===== src/rtl/cg_ctrl_if.sv =====
// Per-channel handshake/activity bundle between a channel domain and cg_ctrl.
//   busy     : channel activity (from ungated logic)
//   force_on : per-channel gating inhibit
//   wake_req : wake request, level, held until wake_ack
//   wake_ack : clock is running, requester may proceed
//   clk_en   : enable to the channel clock-gate cell
//   gated_st : channel currently gated
interface cg_ctrl_if #(
    parameter int unsigned NUM_CH = 4
);
    logic [NUM_CH-1:0] busy;
    logic [NUM_CH-1:0] force_on;
    logic [NUM_CH-1:0] wake_req;
    logic [NUM_CH-1:0] wake_ack;
    logic [NUM_CH-1:0] clk_en;
    logic [NUM_CH-1:0] gated_st;

    // Channel side: drives activity and requests, receives gate control.
    modport master (
        output busy, force_on, wake_req,
        input  wake_ack, clk_en, gated_st
    );

    // Controller side.
    modport slave (
        input  busy, force_on, wake_req,
        output wake_ack, clk_en, gated_st
    );
endinterface


===== src/rtl/cg_ctrl.sv =====
// Per-channel clock-gate enable sequencer for the DMA channel domains.
// Each channel gates its clock after a programmable run of idle cycles and
// ungates on activity, inhibit, or a wake_req/wake_ack handshake.
// Ports:
//   clk, rst_n   : ungated block clock, async active-low reset
//   cg_enable    : global gating permit (0 = no channel may gate)
//   idle_thresh  : idle cycles before gating (0 = gating disabled)
//   bus          : per-channel busy/force_on/wake_req in, wake_ack/clk_en/gated_st out
//   all_gated    : every channel gated (registered)
module cg_ctrl #(
    parameter int unsigned NUM_CH     = 4,
    parameter int unsigned IDLE_CNT_W = 8,
    parameter int unsigned WAKE_LAT   = 2
) (
    input  logic                  clk,
    input  logic                  rst_n,
    input  logic                  cg_enable,
    input  logic [IDLE_CNT_W-1:0] idle_thresh,
    cg_ctrl_if.slave              bus,
    output logic                  all_gated
);

    localparam int unsigned WAKE_CNT_W = 4;

    typedef enum logic [1:0] {
        ST_RUN   = 2'd0,
        ST_COUNT = 2'd1,
        ST_GATED = 2'd2,
        ST_WAKE  = 2'd3
    } state_t;

    state_t                state_q  [NUM_CH];
    state_t                state_d  [NUM_CH];
    logic [IDLE_CNT_W-1:0] cnt_q    [NUM_CH];
    logic [IDLE_CNT_W-1:0] cnt_d    [NUM_CH];
    logic [WAKE_CNT_W-1:0] wcnt_q   [NUM_CH];
    logic [WAKE_CNT_W-1:0] wcnt_d   [NUM_CH];
    logic [NUM_CH-1:0]     idle;
    logic [NUM_CH-1:0]     clk_en_d;
    logic [NUM_CH-1:0]     gated_d;
    logic [NUM_CH-1:0]     ack_d;
    logic                  thresh_on;

    // Next-state and next-output logic for every channel.
    always_comb begin
        thresh_on = (idle_thresh != '0);
        idle      = '0;
        clk_en_d  = '1;
        gated_d   = '0;
        ack_d     = '0;
        for (int i = 0; i < NUM_CH; i++) begin
            state_d[i] = state_q[i];
            cnt_d[i]   = cnt_q[i];
            wcnt_d[i]  = wcnt_q[i];

            idle[i] = !bus.busy[i] && !bus.wake_req[i] && !bus.force_on[i]
                      && cg_enable && thresh_on;

            case (state_q[i])
                ST_RUN: begin
                    // Threshold is captured only here; later changes wait for re-entry.
                    if (idle[i]) begin
                        state_d[i] = ST_COUNT;
                        cnt_d[i]   = idle_thresh;
                    end
                end
                ST_COUNT: begin
                    if (!idle[i]) begin
                        state_d[i] = ST_RUN;
                        cnt_d[i]   = '0;
                    end else if (cnt_q[i] == IDLE_CNT_W'(1)) begin
                        state_d[i] = ST_GATED;
                        cnt_d[i]   = '0;
                    end else begin
                        cnt_d[i] = IDLE_CNT_W'(cnt_q[i] - IDLE_CNT_W'(1));
                    end
                end
                ST_GATED: begin
                    if (bus.busy[i] || bus.wake_req[i] || bus.force_on[i] || !cg_enable) begin
                        state_d[i] = ST_WAKE;
                        wcnt_d[i]  = '0;
                    end
                end
                ST_WAKE: begin
                    // Runs to completion regardless of inputs so the clock settles.
                    wcnt_d[i] = WAKE_CNT_W'(wcnt_q[i] + WAKE_CNT_W'(1));
                    if (wcnt_d[i] == WAKE_CNT_W'(WAKE_LAT)) begin
                        state_d[i] = ST_RUN;
                    end
                end
                default: begin
                    state_d[i] = ST_RUN;
                end
            endcase

            clk_en_d[i] = (state_d[i] != ST_GATED);
            gated_d[i]  = (state_d[i] == ST_GATED);
            ack_d[i]    = (state_d[i] == ST_RUN) && bus.wake_req[i];
        end
    end

    // State, counters and registered outputs; reset forces all clocks on.
    always_ff @(posedge clk or negedge rst_n) begin
        if (!rst_n) begin
            for (int i = 0; i < NUM_CH; i++) begin
                state_q[i] <= ST_RUN;
                cnt_q[i]   <= '0;
                wcnt_q[i]  <= '0;
            end
            bus.clk_en   <= '1;
            bus.gated_st <= '0;
            bus.wake_ack <= '0;
            all_gated    <= 1'b0;
        end else begin
            for (int i = 0; i < NUM_CH; i++) begin
                state_q[i] <= state_d[i];
                cnt_q[i]   <= cnt_d[i];
                wcnt_q[i]  <= wcnt_d[i];
            end
            bus.clk_en   <= clk_en_d;
            bus.gated_st <= gated_d;
            bus.wake_ack <= ack_d;
            all_gated    <= &gated_d;
        end
    end

endmodule


===== src/flat_wrapper.sv =====
// flat-port wrapper written by rule: the top's interface ports become plain ports
module cg_ctrl_flat 
#(
    parameter int unsigned NUM_CH     = 4,
    parameter int unsigned IDLE_CNT_W = 8,
    parameter int unsigned WAKE_LAT   = 2
)
  (clk, rst_n, cg_enable, idle_thresh, all_gated, bus_busy, bus_force_on, bus_wake_req, bus_wake_ack, bus_clk_en, bus_gated_st);
  cg_ctrl_if #(.NUM_CH(NUM_CH)) bus_i ();
  input  logic clk;
  input  logic rst_n;
  input  logic cg_enable;
  input  logic [IDLE_CNT_W-1:0] idle_thresh;
  output logic all_gated;
  input wire logic [$bits(bus_i.busy)-1:0] bus_busy;
  input wire logic [$bits(bus_i.force_on)-1:0] bus_force_on;
  input wire logic [$bits(bus_i.wake_req)-1:0] bus_wake_req;
  output wire logic [$bits(bus_i.wake_ack)-1:0] bus_wake_ack;
  output wire logic [$bits(bus_i.clk_en)-1:0] bus_clk_en;
  output wire logic [$bits(bus_i.gated_st)-1:0] bus_gated_st;
  assign bus_i.busy = bus_busy;
  assign bus_i.force_on = bus_force_on;
  assign bus_i.wake_req = bus_wake_req;
  assign bus_wake_ack = bus_i.wake_ack;
  assign bus_clk_en = bus_i.clk_en;
  assign bus_gated_st = bus_i.gated_st;
  cg_ctrl #(.NUM_CH(NUM_CH), .IDLE_CNT_W(IDLE_CNT_W), .WAKE_LAT(WAKE_LAT)) u_core (.clk(clk), .rst_n(rst_n), .cg_enable(cg_enable), .idle_thresh(idle_thresh), .bus(bus_i), .all_gated(all_gated));
endmodule

===== config.mk =====
export PLATFORM = sky130hd
export DESIGN_NAME = cg_ctrl_flat
export DESIGN_NICKNAME = d
export VERILOG_FILES = /design/src/rtl/cg_ctrl_if.sv /design/src/rtl/cg_ctrl.sv /design/src/flat_wrapper.sv
export SDC_FILE = /design/constraint.sdc
export NUM_CORES = 1
export LEC_CHECK = 0
export BUFFER_PORTS_ARGS = -buffer_cell sky130_fd_sc_hd__clkbuf_2
export CAP_MARGIN = 20
export CORE_ASPECT_RATIO = 0.7
export CORE_UTILIZATION = 25
export DETAILED_ROUTE_END_ITERATION = 10
export GPL_TIMING_DRIVEN = 0
export PLACE_DENSITY = 0.36
export SLEW_MARGIN = 40
export SYNTH_ARGS = -nofsm -noshare
export SYNTH_HDL_FRONTEND = slang
export SYNTH_SLANG_ARGS = --single-unit

===== constraint.sdc =====
create_clock -name clk -period 2.9 [get_ports clk]
set_clock_uncertainty 0.2 [all_clocks]
set_input_delay 0.145 -clock clk [delete_from_list [all_inputs] [get_ports clk]]
set_output_delay 0.145 -clock clk [all_outputs]
set_load 0.02 [all_outputs]

### Yosys cells after proc, flatten, opt, wreduce, memory -nomap -nowiden

Index checks and enable logic that the tools add are counted.

| storage, ports and cells | value |
|---|---|
| register bits after elaboration | 69 |
| bits in latches | 0 |
| bits in writable memories | 0 |
| bits in read-only memories | 0 |
| input port bits | 23 |
| memories | 0 |

| operators by class | value |
|---|---|
| add/subtract/negate cells | 8 |
| multiply operators | 0 |
| divide/modulo/power cells | 0 |
| order comparisons | 0 |
| eq/ne operators | 36 |
| shifts and indexed selects | 0 |
| mux-type cells | 48 |
| bitwise logic cells | 0 |
| reduce and logical (&&, ||, !) cells | 71 |

Operator list:

| operator | count |
|---|---|
| 8-bit 2-to-1 mux | 12 |
| 8-bit one-hot mux with 2 select lines | 4 |
| 2-bit 2-to-1 mux | 20 |
| 8-bit by 1-bit == test with 1-bit output (second input constant) | 4 |
| 2-bit one-hot mux with 4 select lines | 4 |
| 4-bit one-hot mux with 2 select lines | 4 |
| 8-bit by 1-bit subtractor with 8-bit output (second input constant) | 4 |
| 2-bit == test (second input constant) | 12 |
| 1-bit logical AND | 20 |
| 4-bit by 1-bit adder with 4-bit output (second input constant) | 4 |
| 4-bit by 2-bit == test with 1-bit output (second input constant) | 4 |
| 2-bit zero test | 8 |
| 4-bit 2-to-1 mux | 4 |
| 2-bit by 1-bit inequality test with 1-bit output (second input constant) | 8 |
| 2-bit AND reduction | 8 |
| 2-bit nonzero test | 8 |
| 1-bit zero test | 13 |
| 1-bit logical OR | 12 |
| 2-bit by 1-bit == test with 1-bit output (second input constant) | 4 |
| 2-bit inequality test (second input constant) | 4 |
| 8-bit nonzero test | 1 |
| 4-bit AND reduction | 1 |

### Longest topological paths before layout

| logic depth | value |
|---|---|
| word-level depth | 9 |
| depth in mapped cells | 7 |
| mapped depth without buffers | 6 |

### Worst setup path after synthesis

Ideal clock, no wire load.

| path | value |
|---|---|
| path type | register -> register |
| from | reg u_core.cnt_q[4] (netlist bit) |
| to | reg u_core.all_gated |
| data arrival time | 1850 ps |
| path slack | 782 ps |
| stages on the path, launching flop included | 7 |
| path buffers | 1 |
| clock period less this slack | 2118 ps |
| cells stage by stage | dfrtp_1 clkbuf_1 nor4_1 nand3_1 or4b_1 a21oi_1 and4_1 |

| on the way | value |
|---|---|
| cells in the longest elaborated chain, start to end | 6 |

RTL lines:

| element | line | RTL |
|---|---|---|
| start, declared | cg_ctrl.sv:34 | `logic [IDLE_CNT_W-1:0] cnt_q [NUM_CH];` |
| start signal, assigned by index | cg_ctrl.sv:117 | `cnt_q[i] <= cnt_d[i];` |
| 8-bit by 1-bit == test with 1-bit output | cg_ctrl.sv:71 | `end else if (cnt_q[i] == IDLE_CNT_W'(1)) begin` |
| 2-bit 2-to-1 mux | cg_ctrl.sv:71 |  |
| 2-bit 2-to-1 mux | cg_ctrl.sv:68 | `if (!idle[i]) begin` |
| 2-bit one-hot mux with 4 select lines | cg_ctrl.sv:59 | `case (state_q[i])` |
| 2-bit == test | cg_ctrl.sv:97 | `gated_d[i] = (state_d[i] == ST_GATED);` |
| named net u_core.gated_d[3] | cg_ctrl.sv:40 | `logic [NUM_CH-1:0] gated_d;` |
| 4-bit AND reduction | cg_ctrl.sv:123 | `all_gated <= &gated_d;` |
| end signal, assigned | cg_ctrl.sv:123 |  |
| end, declared | cg_ctrl.sv:20 | `output logic all_gated` |

The timed path passes the listed nets, and every way through them passes these cells.
A chain may end at the register's enable or synchronous reset.

### Final worst setup path

Same ends and word-level chain as after synthesis.

==> flow_summary.json <==
{
  "min_period_over_period": 0.878,
  "layout.nets": 534,
  "numPlacedInstances": 677,
  "fmax_mhz": 393,
  "grt_max_degree": 43,
  "drt-total-wl_um": 11100,
  "yosysWarnings": 0,
  "syn_nets": 480,
  "grt-ovfl-total": 0,
  "post_cts_buffers": 0,
  "rsz0062_at_grt": "false",
  "cp.arrival_ns": 2.61,
  "hold_class": "in -> reg",
  "drive_gt1_frac": 0.134,
  "netlist_area_um2": 3980,
  "fp-row-count": 38,
  "timing.rr.end": "u_core.all_gated",
  "die_w_um": 153,
  "final_hold_viol_count": 0,
  "slew-limit-headroom": 0.493,
  "yosysMostFrequentCell": "dfrtp_1",
  "synth_seq_cells": 69,
  "vias": 3500,
  "die_h_um": 108,
  "grt_pass1_wl_um": 18400,
  "cts_buffers": 9,
  "whs_ns": 0.0578,
  "p_per_area_nw_per_um2": 927,
  "cts_tree": "done",
  "syn_to_final_growth_pct": 20.6,
  "required_ns": 2.97,
  "synth_edf_count": 0,
  "num-fill-cells": 1622,
  "setup_violations": 0,
  "power.leakage_uw": 0.00202,
  "worst_slew_pin_slew_ns": 0.754,
  "timing.max_cap.violations": 0,
  "status": "complete, but fails checks",
  "r2r-start": "u_core.cnt_q[4]",
  "cts_resized": 0,
  "violations": "design-rule violations",
  "hold_start": "idle_thresh[6]",
  "finalMaxSlewViolations": 0,
  "postCtsHoldBufs": 7,
  "synth_top_cell_area_share": 0.409,
  "yosys.area.top_type": "dfrtp_1",
  "io_pins": 36,
  "multi_input_area_um2": 2070,
  "grt_util_all_layers": 0.145,
  "clock_tree.buffer_depth": 2,
  "drt_iter0_drc": 215,
  "synth-main-ff-cell": "dfrtp_1",
  "finalNonFillerCells": 700,
  "ir_drop_mv": 0.260,
  "cts_root_buf": "clkbuf_16",
  "cts.htree.levels": 3,
  "worstSkewPairLatency_ns": 0.33,
  "synth_cells": 441,
  "cp-start-kind": "flop",
  "min_period_ns": 2.55,
  "async_reset_ff_frac": 1.00,
  "wl_per_cell_um": 15.9,
  "cp-end-kind": "flop",
  "critical_path.max_stage_delay_ns": 0.50,
  "io_buffers": 35,
  "drc": 1,
  "antenna_left": 0,
  "viasPerCell": 5.00,
  "hold_end": "u_core.cnt_q[14]",
  "cts_sinks": 69,
  "synth_top_cells_by_count": "dfrtp_1, o21ai_0, nand2_1, inv_1, a21oi_1",
  "clkTransAtPathRegs_ns": 0.06,
  "cp_cell_sequence": "clkbuf_1, nor4_1, nand3_1, or4b_1, a21oi_1, and4_1",
  "register_area_um2": 1730,
  "synth.yosys.seq_area_share": 0.435,
  "start_util": 0.257,
  "antenna_found_initial": 0,
  "setup-tns-final_ns": 0,
  "crit_slowest_cell": "or4b_1",
  "grt_pass1_vias": 3344,
  "firstDrtPassIters": 8,
  "whs_path_depth": 3,
  "worst-setup-path-type": "reg -> reg",
  "path_max_fanout": 8,
  "synth_cell_types": 54,
  "coreArea_um2": 15500,
  "dp_hpwl_um": 7970,
  "place.gp.congestion": 0.792,
  "r2r_cells": 6,
  "diodes": 0,
  "yosys-top-cells-area": "dfrtp_1, o21ai_0, ha_1, nand2_1, a22o_1",
  "syn_area_per_cell_um2": 9.02,
  "r2r_slack_ns": 0.35,
  "dieArea_um2": 16400
}
per-layer routing:
metal | track usage | vias to the layer above | part of all wire
met1 | 0.214 | 1683 | 0.53
met3 | 0.0322 | 9 | 0.037
met5 | 0 | - | 0
met2 | 0.211 | 81 | 0.42
met4 | 0.0390 | 0 | 0.010
li1 | - | 1727 | -
layout by cell type (no fill, tap or decap), drive strengths merged, types with 5 or more instances in the layout:
| cell | instances |
|---|---|
| ha | 16 |
| nand2b | 6 |
| dfrtp | 65 |
| a22o | 16 |
| nor4 | 16 |
| a21oi | 18 |
| o2bb2ai | 11 |
| inv | 33 |
| o21ai | 59 |
| nand2 | 50 |
| and2 | 9 |
| buf | 5 |
| a22oi | 7 |
| or4b | 6 |
| a32oi | 7 |
| nand3 | 14 |
| nor2 | 18 |
| nor3 | 14 |
| dlygate4sd3 | 7 |
| clkbuf | 62 |
final cells by class:
type                            instances  share of cell area
Buffer                                 17              0.0157
Clock buffer                           14              0.0530
Clock inverter                          2             0.00209
Inverter                               33              0.0258
Multi-Input combinational cell        322               0.432
Sequential cell                        69               0.361
Tap cell                              200              0.0522
Timing Repair Buffer                   43              0.0587
where the power goes:
part,internal (µW),switching [µW]
registers,1340,383
logic,691,1010
clock network,601,418
worst max-delay path: cells and delay by family (launching register included):
kind	cells	cell delay, ns
compound gates	1	0.38
buf+inv	1	0.18
flops	1	0.36
simple gates	4	1.37
registers in the layout (all words and copies together) (netlist names):
signal	cells
u_core.cnt_q	32
u_core.wcnt_q	16
u_core.state_q	8
u_core.bus.clk_en	4
u_core.bus.gated_st	4
u_core.bus.wake_ack	4
u_core.all_gated	1
worst max-delay path by stage:
stage,startpoint,endpoint,slack (ns),depth (start not counted)
2_1_floorplan,u_core.cnt_q[4],u_core.all_gated,0.78,6
3_3_place_gp,u_core.cnt_q[4],u_core.all_gated,0.31,6
3_5_place_dp,u_core.cnt_q[4],u_core.all_gated,0.29,6
4_1_cts,u_core.cnt_q[4],u_core.all_gated,0.28,6
5_1_grt,bus_wake_req[1],u_core.cnt_q[22],0.14,8
6_report,u_core.cnt_q[4],u_core.all_gated,0.35,6
per-stage QoR:
stage          setup WS (ns)   util  power (µW)  area [µm²]
3_3_place_gp           0.313  0.284        3410        4400
3_5_place_dp           0.292  0.286        3420        4440
6_report               0.354  0.309        4440        4800
2_1_floorplan          0.782      -        2920        3980
5_1_grt                0.141  0.309        4850        4800
4_1_cts                0.283  0.308        4480        4770
logic make-up (layout without fill, tap and decap cells):
logic type	count (synthesis)	count (layout)	share of synthesized area
xor gates and xnor gates	7	7	0.0154
and+or+nand+nor	154	154	0.209
adders and majority gates	16	16	0.0503
DFF	69	69	0.435
buffers and inverters	50	109	0.0500
muxes	1	1	0.00252
AOI/OAI and AO/OA	144	144	0.238
(Power assumes the default switching activity.)
